[config.mk]
export PLATFORM = sky130hd
export DESIGN_NAME = pp_pipeline_accel_bgr2nv12_stream
export DESIGN_NICKNAME = d
export VERILOG_FILES = /design/src/rtl/pp_pipeline_accel_bgr2nv12_stream.sv
export SDC_FILE = /design/constraint.sdc
export NUM_CORES = 1
export LEC_CHECK = 0
export ABC_AREA = 1
export CORE_UTILIZATION = 50
export DETAILED_ROUTE_END_ITERATION = 6
export HOLD_SLACK_MARGIN = 0.03
export MAX_ROUTING_LAYER = met4
export PLACE_DENSITY = 0.68
export SYNTH_ARGS = -nofsm -noshare
export SYNTH_HDL_FRONTEND = slang
export SYNTH_SLANG_ARGS = --single-unit
[constraint.sdc]
create_clock -name ap_clk -period 9.9 [get_ports ap_clk]
set_input_delay 1.98 -clock ap_clk [delete_from_list [all_inputs] [get_ports ap_clk]]
set_output_delay 1.98 -clock ap_clk [all_outputs]
set_load 0.01 [all_outputs]
[src/rtl/pp_pipeline_accel_bgr2nv12_stream.sv]
`default_nettype none
// ============================================================================
//  Module   : pp_pipeline_accel_bgr2nv12_stream
//  Purpose  : Streams a BGR frame from a FIFO and produces NV12 output.
//             Y is written for every pixel. Interleaved U/V is written for
//             even rows only, one word per column pair.
//  Ports    : ap_clk/ap_rst                  clock, sync active-high reset
//             ap_start/continue/done/idle/ready  block-level handshake
//             dst_rows_* / dst_cols_*        frame height / width FIFOs
//             bgr_mat_*                      pixel input {R,G,B}
//             y_out_*                        8-bit luma output
//             uv_out_*                       16-bit chroma output {V,U}
//  Config   : BGR2NV12_CHROMA_AVG_EN - when defined, each U/V word is the
//             rounded average of a horizontal pixel pair instead of the
//             left pixel's value.
//  Revision : 1.0 - initial release
// ============================================================================
module pp_pipeline_accel_bgr2nv12_stream #(
    parameter int DIM_W = 16
) (
    input  logic        ap_clk,
    input  logic        ap_rst,
    input  logic        ap_start,
    input  logic        ap_continue,
    output logic        ap_done,
    output logic        ap_idle,
    output logic        ap_ready,
    input  logic [31:0] dst_rows_dout,
    input  logic        dst_rows_empty_n,
    output logic        dst_rows_read,
    input  logic [31:0] dst_cols_dout,
    input  logic        dst_cols_empty_n,
    output logic        dst_cols_read,
    input  logic [23:0] bgr_mat_dout,
    input  logic        bgr_mat_empty_n,
    output logic        bgr_mat_read,
    output logic [7:0]  y_out_din,
    input  logic        y_out_full_n,
    output logic        y_out_write,
    output logic [15:0] uv_out_din,
    input  logic        uv_out_full_n,
    output logic        uv_out_write
);

    typedef enum logic [1:0] {
        ST_IDLE = 2'd0,
        ST_RUN  = 2'd1,
        ST_FIN  = 2'd2
    } state_t;

    state_t           state_q, state_d;
    logic [DIM_W-1:0] rows_q, rows_d, cols_q, cols_d;
    logic [DIM_W-1:0] row_q, row_d, col_q, col_d;
    logic             done_reg_q, done_reg_d;
    logic             rst_dly_q;

    // Upper dimension bits are intentionally ignored.
    logic unused_dim_bits;
    assign unused_dim_bits = ^{dst_rows_dout[31:DIM_W], dst_cols_dout[31:DIM_W]};

    // ------------------------------------------------------------------
    // Colour conversion on the pixel currently at the FIFO head
    // ------------------------------------------------------------------
    function automatic logic [7:0] clamp8(input logic signed [17:0] v);
        if (v < 18'sd0)
            return 8'd0;
        else if (v > 18'sd255)
            return 8'hFF;
        else
            return v[7:0];
    endfunction

    logic signed [17:0] r_s, g_s, b_s, y_sum, u_sum, v_sum;
    logic [7:0]         y_pix, u_pix, v_pix, u_out, v_out;

    assign r_s   = $signed({10'd0, bgr_mat_dout[23:16]});
    assign g_s   = $signed({10'd0, bgr_mat_dout[15:8]});
    assign b_s   = $signed({10'd0, bgr_mat_dout[7:0]});
    assign y_sum = ((18'sd66 * r_s + 18'sd129 * g_s + 18'sd25 * b_s + 18'sd128) >>> 8) + 18'sd16;
    assign u_sum = ((18'sd112 * b_s - 18'sd38 * r_s - 18'sd74 * g_s + 18'sd128) >>> 8) + 18'sd128;
    assign v_sum = ((18'sd112 * r_s - 18'sd94 * g_s - 18'sd18 * b_s + 18'sd128) >>> 8) + 18'sd128;
    assign y_pix = clamp8(y_sum);
    assign u_pix = clamp8(u_sum);
    assign v_pix = clamp8(v_sum);

    // ------------------------------------------------------------------
    // Scan position and handshake qualifiers
    // ------------------------------------------------------------------
    logic strobe_en, zero_dim, last_col, last_row, row_even, col_even;
    logic uv_due, accept, dims_go;

    // Strobes are suppressed while in reset and for one cycle after it.
    assign strobe_en = !ap_rst && !rst_dly_q;
    assign zero_dim  = (rows_q == '0) || (cols_q == '0);
    assign last_col  = (col_q == cols_q - DIM_W'(1));
    assign last_row  = (row_q == rows_q - DIM_W'(1));
    assign row_even  = !row_q[0];
    assign col_even  = !col_q[0];

`ifdef BGR2NV12_CHROMA_AVG_EN
    logic [7:0] u_hold_q, u_hold_d, v_hold_q, v_hold_d;
    logic [8:0] u_avg, v_avg;
    logic       hold_load;

    // An even column parks its chroma; the odd partner writes the average.
    // A trailing even column (odd width) has no partner and writes its own.
    assign hold_load = row_even && col_even && !last_col;
    assign uv_due    = row_even && (!col_even || last_col);
    assign u_avg     = {1'b0, u_hold_q} + {1'b0, u_pix} + 9'd1;
    assign v_avg     = {1'b0, v_hold_q} + {1'b0, v_pix} + 9'd1;
    assign u_out     = col_even ? u_pix : u_avg[8:1];
    assign v_out     = col_even ? v_pix : v_avg[8:1];
`else
    assign uv_due = row_even && col_even;
    assign u_out  = u_pix;
    assign v_out  = v_pix;
`endif

    assign accept  = strobe_en && (state_q == ST_RUN) && !zero_dim && bgr_mat_empty_n
                     && y_out_full_n && (uv_out_full_n || !uv_due);
    assign dims_go = strobe_en && (state_q == ST_IDLE) && ap_start && dst_rows_empty_n
                     && dst_cols_empty_n && !done_reg_q;

    assign dst_rows_read = dims_go;
    assign dst_cols_read = dims_go;
    assign bgr_mat_read  = accept;
    assign y_out_write   = accept;
    assign uv_out_write  = accept && uv_due;
    assign y_out_din     = y_out_write ? y_pix : 8'd0;
    assign uv_out_din    = uv_out_write ? {v_out, u_out} : 16'd0;
    assign ap_done       = strobe_en && ((state_q == ST_FIN) || done_reg_q);
    assign ap_ready      = strobe_en && (state_q == ST_FIN);
    assign ap_idle       = (state_q == ST_IDLE) && !ap_start;

    // ------------------------------------------------------------------
    // Next-state logic
    // ------------------------------------------------------------------
    always_comb begin
        state_d    = state_q;
        rows_d     = rows_q;
        cols_d     = cols_q;
        row_d      = row_q;
        col_d      = col_q;
        done_reg_d = done_reg_q;
`ifdef BGR2NV12_CHROMA_AVG_EN
        u_hold_d   = u_hold_q;
        v_hold_d   = v_hold_q;
        if (accept && hold_load) begin
            u_hold_d = u_pix;
            v_hold_d = v_pix;
        end
`endif
        if (ap_continue)
            done_reg_d = 1'b0;
        case (state_q)
            ST_IDLE: begin
                if (dims_go) begin
                    rows_d  = dst_rows_dout[DIM_W-1:0];
                    cols_d  = dst_cols_dout[DIM_W-1:0];
                    row_d   = '0;
                    col_d   = '0;
                    state_d = ST_RUN;
                end
            end
            ST_RUN: begin
                if (zero_dim) begin
                    state_d = ST_FIN;
                end else if (accept) begin
                    if (last_col) begin
                        col_d = '0;
                        row_d = row_q + DIM_W'(1);
                        if (last_row)
                            state_d = ST_FIN;
                    end else begin
                        col_d = col_q + DIM_W'(1);
                    end
                end
            end
            ST_FIN: begin
                // A continue seen in the done cycle acknowledges it at once,
                // so the done flag is only kept when it has not been taken.
                done_reg_d = !ap_continue;
                state_d    = ST_IDLE;
            end
            default: state_d = ST_IDLE;
        endcase
    end

    always_ff @(posedge ap_clk) begin
        rst_dly_q <= ap_rst;
        if (ap_rst) begin
            state_q    <= ST_IDLE;
            rows_q     <= '0;
            cols_q     <= '0;
            row_q      <= '0;
            col_q      <= '0;
            done_reg_q <= 1'b0;
`ifdef BGR2NV12_CHROMA_AVG_EN
            u_hold_q   <= 8'd0;
            v_hold_q   <= 8'd0;
`endif
        end else begin
            state_q    <= state_d;
            rows_q     <= rows_d;
            cols_q     <= cols_d;
            row_q      <= row_d;
            col_q      <= col_d;
            done_reg_q <= done_reg_d;
`ifdef BGR2NV12_CHROMA_AVG_EN
            u_hold_q   <= u_hold_d;
            v_hold_q   <= v_hold_d;
`endif
        end
    end

endmodule
`default_nettype wire

# Yosys cells after proc, flatten, opt, wreduce, memory -nomap -nowiden
# Index checks and enable logic that the tools add are counted.
# W data, S select, Z words.
# op_classes
n_addsub	16
multipliers	9
order_cmp	6
n_eq_ne	11
n_mux	25
n_reduce_logical	37
# op_table
cell	n
$mux W16	8
$pmux W16 S2	2
$mux W8	7
$mul A6 B8 Y14 const A	3
$add A17 B9 Y18 const B	2
$gt A11 B9 Y1 const B	3
$lt A11 B1 Y1 const B	3
$add A16 B1 Y16 const B	2
$eq A16 B16 Y1	2
$logic_not A16 Y1	2
$sub A16 B1 Y16 const B	2
$mul A5 B8 Y13 const A	2
$add A10 B9 Y11 const B	2
$mul A3 B8 Y11 const A	2
$add A17 B13 Y18	1
$add A18 B9 Y18 const B	1
$add A15 B16 Y17	1
$sub A16 B14 Y17	1
$sub A16 B16 Y17	1
$logic_and A1 B1 Y1	16
$mul A8 B8 Y16 const A	1
$sub A15 B14 Y16	1
$sub A15 B15 Y16	1
$mul A4 B8 Y12 const A	1
15 further kinds	37
# word_totals
regBits	68
input_bits	97
output_inout_bits	32
word_cells	111

# Longest topological paths before layout
# Gate-level depths: netlist of the first run.
# logic_depth
depth_word	10
depth_mapped	41
ltp_nobuf	41

# Least setup slack after synthesis of the first run
# No wires, ideal clock.
# synth_timing
path_type	input -> output
start	input bgr_mat_dout[10]
end	output uv_out_din[10]
t_arrival_ns	7.530
t_required_ns	7.920
setup_slack_ns	0.390
stages	35
path_cell_list	inv_1 fa_1 inv_1 ha_1 fa_1 fa_1 inv_1 ha_1 a21oi_1 o21ai_0 a21oi_1 nor2_1 a21boi_0 o21ai_0 xor2_1 inv_1 ha_1 ha_1 nand2_1 inv_1 nand3_1 nor3_1 o21ai_0 nand2_1 nand2_1 nand2_1 ha_1 nand3_1 nor2_1 nand2_1 nor2_1 nand3_1 nand2_1 nand2_1 a21oi_1
# synth_via
elab_chain_cells	9
# synth_rtl
item	line	rtl
start: declaration	34	input logic [23:0] bgr_mat_dout,
$mul A6 B8 Y14 (*)	81	assign v_sum = ((18'sd112 * r_s - 18'sd94 * g_s - 18'sd18 * b_s + 18'sd128) >>> 8) + 18'sd128;
$sub A15 B15 Y16 (*)	81	
$sub A16 B14 Y17 (*)	81	
$add A17 B9 Y18 (*)	81	
$add A10 B9 Y11 (*)	81	
$gt A11 B9 Y1	67	else if (v > 18'sd255)
$mux W8	67	
$mux W8 (*)	65	if (v < 18'sd0)
$mux W16 (*)	130	assign uv_out_din = uv_out_write ? {v_out, u_out} : 16'd0;
end: declaration	40	output logic [15:0] uv_out_din,
# Mark *: on every way between the ends. The rest lies on a longest branch, timed or not.

# Worst setup path in the final report of the first run
# layout_timing
start	input bgr_mat_dout[11]
end	output uv_out_din[11]
# Same word-level chain as after synthesis.

==> results.yml, run 1 <==
outcome:
  outcome: "finished, final reports clean"
die:
  die_area_um2: 27200
  boundaryPins: 129
  die_x_um: 165
  die_y_um: 165
  rows: 59
  initial_core_util: 0.510
  core_um2: 26100
drt:
  drtAntennaViolNets: 0
  vias_per_cell: 5.11
  drtIter0Drc: 667
  drc: 0
  drt-total-wl_um: 36200
  num_vias: 13400
  dr.pass1.iters: 5
  wire_per_inst_um: 13.8
clocking:
  cts.sinks: 68
  root_buffer: "clkbuf_16"
  clk_pin_slew_ps: 50
  cts_tree: "yes"
  cts-buffers-inserted: 9
  clock_latency_ps: 330
  ctsHoldBuffers: 0
  htreeDepth: 3
  cts_buffer_depth: 2
global_route:
  grtUsageTotal: 0.273
  overflow: 0
  grt_pass1_vias: 12900
  grt_pass1_wl_um: 58300
  grt_start_max_net_pins: 50
  antenna_found_initial: 0
setup_path:
  arrival_ps: 7820
  start_kind: "input pin"
  cp-end-kind: "output pin"
  crit_slowest_cell: "fa_2"
  crit_required_ps: 7920
  cp_max_fo: 8
  crit_type: "in2out"
  critical_path.most_common_cell: "inv_1"
  slowest_delay_ps: 570
finish:
  n_antenna_cell: 0
  layout_common_cells: "346 x nand2_1, 329 x inv_1, 248 x buf_4, 221 x ha_1, 215 x nor2_1"
  area_delta_synth_final_pct: 32.6
  fin_nets: 2707
  layout_commonest_cell: "nand2_1"
  nFillCells: 2253
  post-route-util: 0.676
  drive_gt1_frac: 0.223
sta:
  skew_ps: 2.97
  max_freq_ghz: 0.102
  worstMarginPinSlew_ps: 1180
  finalSetupViolations: 0
  finalMaxSlewViolations: 0
  post-route-period-util: 0.990
  hold_violations: 0
  min_period_ps: 9800
  rsz0062_at_grt: "true"
  relSlewSlack: 0.210
flow_run:
  max-cap-violations: 0
synth:
  ys_seq_elements: 68
  yosys_most_used_dff: "dfxtp_1"
  ys_seq_area_frac: 0.102
  netlist.area_leader.share: 0.244
  async_flop_share: 0
  syn_area_um2: 13300
  yosys.area.top_type: "ha_1"
  yosys_warnings: 0
  avgSynthCellArea_um2: 6.87
  syn_inst: 1935
  netlist_top_cells_area: "ha_1 24%, nand2_1 10%, dfxtp_1 10%, fa_1 10%, inv_1 9.6%"
  ys_types: 50
  synth_edf_count: 0
  syn_nets: 2359
place:
  hpwl_um: 29600
  io_buffers: 96
  gp_congestion: 0.922
hold_path:
  hold_class: "reg2reg"
## metal layers
| layer | track usage | part of all wire | vias to the layer above |
|---|---|---|---|
| met5 | - | 0 | - |
| met4 | 0.0826 | 0.024 | 0 |
| met3 | 0.0198 | 0.029 | 48 |
| met2 | 0.480 | 0.50 | 224 |
| met1 | 0.332 | 0.44 | 6212 |
| li1 | - | - | 6906 |
## what timing repair did
item                       4_1_cts  5_1_grt
setup endpoints to repair       24       24
pin swaps                       60       99
buffers inserted                 6       14
gates resized for setup        193      182
## worst paths after layout
path / to / slack (ps) / cells past startpoint / from
min reg2reg: rows_q[1] / 480 / 2 / rows_q[1]
max: uv_out_din[11] / 100 / 39 / bgr_mat_dout[11]
max reg2reg: col_q[10] / 6930 / 11 / state_q[0]
min: rows_q[1] / 480 / 2 / rows_q[1]
## registers in the layout, indices dropped and copies added (netlist names)
| signal | cells |
|---|---|
| done_reg_q | 1 |
| rows_q | 16 |
| rst_dly_q | 1 |
| row_q | 16 |
| col_q | 16 |
| state_q | 2 |
| cols_q | 16 |
## Yosys cell counts (3+ instances only)
master	number
inv_1	341
dfxtp_1	68
nand4_1	25
nor4_1	3
a31oi_1	3
nor3_1	30
nor2_2	5
xnor2_1	43
o211ai_1	5
nand3b_1	7
ha_1	259
clkbuf_1	11
and2_1	3
a21boi_0	6
nand2_1	370
o21bai_1	12
nor3_2	3
nand3_2	3
buf_4	3
a21oi_1	140
fa_1	68
xor2_1	87
a21o_1	4
or2_2	6
nand3_1	95
o21ai_1	6
nor2_1	223
nand2_2	7
nand2_4	3
inv_2	3
o21ai_0	71
## per-stage QoR
step	std cells	setup slack, ps	hold slack, ps	TNS [ps]	area, um^2
final	2622	96.5	482	0	17600
after global routing	2622	-269	533	-2170	17600
after CTS	2609	0.663	486	0	17000
after detailed placement	2588	-1240	477	-21610	16400
after global placement	2588	-1080	467	-19270	16400
after floorplan	1935	390	448	0	13300
## critical path, delay by kind of cell
family,cells,cell delay (ps)
compound gates,6,830
fa+ha+maj,8,2570
buf+inv,10,980
xor+xnor,2,280
simple gates,13,1170
## cell families after synthesis
family,share of synthesized area
xor gates and xnor gates,0.0874
adders and majority gates,0.346
and+or+nand+nor,0.255
AOI/OAI and AO/OA,0.105
DFF,0.102
buffers and inverters,0.104
## final cells by class
cell class                 instances  area, um^2  share of cell area
clock inverter                     5        30.0             0.00170
sequential                        68        1360              0.0772
clock buffer                      10         229              0.0130
multi-input combinational       1505       11500               0.654
tap                              335         419              0.0238
timing repair buffer             353        2760               0.156
inverter                         346        1310              0.0741
Power of run 1 is not shown: default switching activity piles up to over one toggle a cycle in this logic, so the estimate is an artifact.
==> inputs of run 2 (changes only) <==
Settings changed: CAP_MARGIN set to 10.
==> results of run 2 <==
Final layout, timing and power as in run 1 (identical DEF).
Power of run 2 is left out for the same reason.
==> inputs of run 3 (changes only) <==
--- a/config.mk
+++ b/config.mk
@@ -9,2 +9,3 @@
 export CAP_MARGIN = 10
+export CORE_ASPECT_RATIO = 1.1
 export CORE_UTILIZATION = 50
--- a/constraint.sdc
+++ b/constraint.sdc
@@ -3,2 +3,2 @@
 set_output_delay 1.98 -clock ap_clk [all_outputs]
-set_load 0.01 [all_outputs]
+set_load 0.005 [all_outputs]
==> results.yml, run 3 (synthesis gave the netlist of run 1 again) <==
clocking:
  ctsHoldBuffers: 0
  htreeDepth: 3
  clock_latency_ps: 340
  cts.sinks: 68
  cts-buffers-inserted: 9
  cts_buffer_depth: 2
  cts_tree: "yes"
  root_buffer: "clkbuf_16"
  clk_pin_slew_ps: 50
sta:
  min_period_ps: 9760
  fin_ws_ps: 145
  hold_violations: 0
  finalSetupViolations: 0
  relSlewSlack: 0.262
  finalMaxSlewViolations: 0
  rsz0062_at_grt: "true"
  hold_slack_ps: 488
  post-route-period-util: 0.985
  worstMarginPinSlew_ps: 1100
  max_freq_ghz: 0.103
  skew_ps: 4.02
setup_path:
  cp-end-kind: "output pin"
  crit_required_ps: 7920
  crit_slowest_cell: "fa_1"
  crit_type: "in2out"
  rr_startpoint: "state_q[0]"
  cp_max_fo: 8
  slowest_delay_ps: 510
  arrival_ps: 7780
  startpoint: "bgr_mat_dout[11]"
  critical_path.most_common_cell: "nand2_1"
  start_kind: "input pin"
flow_run:
  max-cap-violations: 0
die:
  initial_core_util: 0.508
  boundaryPins: 129
  core_um2: 26100
  die_y_um: 173
  rows: 62
  die_area_um2: 27200
  die_x_um: 157
finish:
  post-route-util: 0.678
  area_delta_synth_final_pct: 33.3
  layout_commonest_cell: "nand2_1"
  nFillCells: 2266
  n_antenna_cell: 0
  drive_gt1_frac: 0.222
  layout_common_cells: "347 x nand2_1, 325 x inv_1, 263 x buf_4, 221 x ha_1, 211 x nor2_1"
  fin_nets: 2720
drt:
  dr.pass1.iters: 5
  drtAntennaViolNets: 0
  num_vias: 13400
  drc: 0
  drt-total-wl_um: 36000
  drtIter0Drc: 494
  vias_per_cell: 5.04
  wire_per_inst_um: 13.6
outcome:
  outcome: "finished, final reports clean"
hold_path:
  hold_class: "reg2reg"
  min_from: "row_q[15]"
global_route:
  grt_pass1_wl_um: 58900
  overflow: 0
  antenna_found_initial: 0
  grt_start_max_net_pins: 50
  grt_pass1_vias: 13200
  grtUsageTotal: 0.274
place:
  io_buffers: 96
  gp_congestion: 0.902
  pre_cts_slack_ps: -1090
  hpwl_um: 29400
[run 3: cell types whose count changed in the layout (fill, tap and decap cells not counted), sizes merged]
| cell | delta |
|---|---|
| clkinvlp | -2 |
| dlygate4sd2 | +3 |
| dlymetal6s2s | -2 |
| clkbuf | +9 |
| buf | +1 |
| clkinv | -1 |
| clkdlybuf4s15 | +5 |
[run 3: layout make-up]
class | instances | area (um^2) | share of cell area
Timing Repair Buffer | 366 | 2870 | 0.162
Clock buffer | 13 | 260 | 0.0147
Tap cell | 352 | 440 | 0.0249
Multi-Input combinational cell | 1505 | 11500 | 0.647
Sequential cell | 68 | 1360 | 0.0769
Inverter | 346 | 1300 | 0.0736
Clock inverter | 2 | 10.0 | 0.000565
[run 3: routing by layer]
metal / GRT usage / vias to the layer above / wire (um)
met4: 0.0975 / 0 / 1370
met5: - / - / 0
met1: 0.311 / 6114 / 15300
met2: 0.488 / 254 / 18000
li1: - / 6938 / -
met3: 0.0333 / 64 / 1340
[run 3: path summary, 6_finish.rpt]
check	cells past startpoint	end	slack, ps
worst min register to register	2	row_q[15]	490
worst max-delay path	43	uv_out_din[13]	140
worst min-delay path	2	row_q[15]	490
worst max register to register	11	col_q[10]	6810
[run 3: worst max-delay path, delay by kind of cell]
family	cells	cell delay, ps
adder cells (fa/ha/maj)	8	2490
AND/OR/NAND/NOR	16	1210
buffers and inverters	12	1110
AO/OA/AOI/OAI	5	690
XOR/XNOR	2	290
[run 3: repair_timing]
item                       in CTS  in global routing
gates cloned                    0                  0
resized for setup             175                164
buffers inserted                9                 12
hold endpoints to repair        0                  0
setup endpoints to repair      24                 24
pin swaps                      65                118
[run 3: per-stage QoR]
stage | TNS, ps | cells | cell area [um^2]
detailed placement | -19030 | 2618 | 16500
finish | 0 | 2652 | 17700
global route | -1650 | 2652 | 17700
global placement | -17210 | 2618 | 16500
floorplan | 0 | 1935 | 13300
CTS | 0 | 2642 | 17200
Power of run 3 is left out for the same reason.
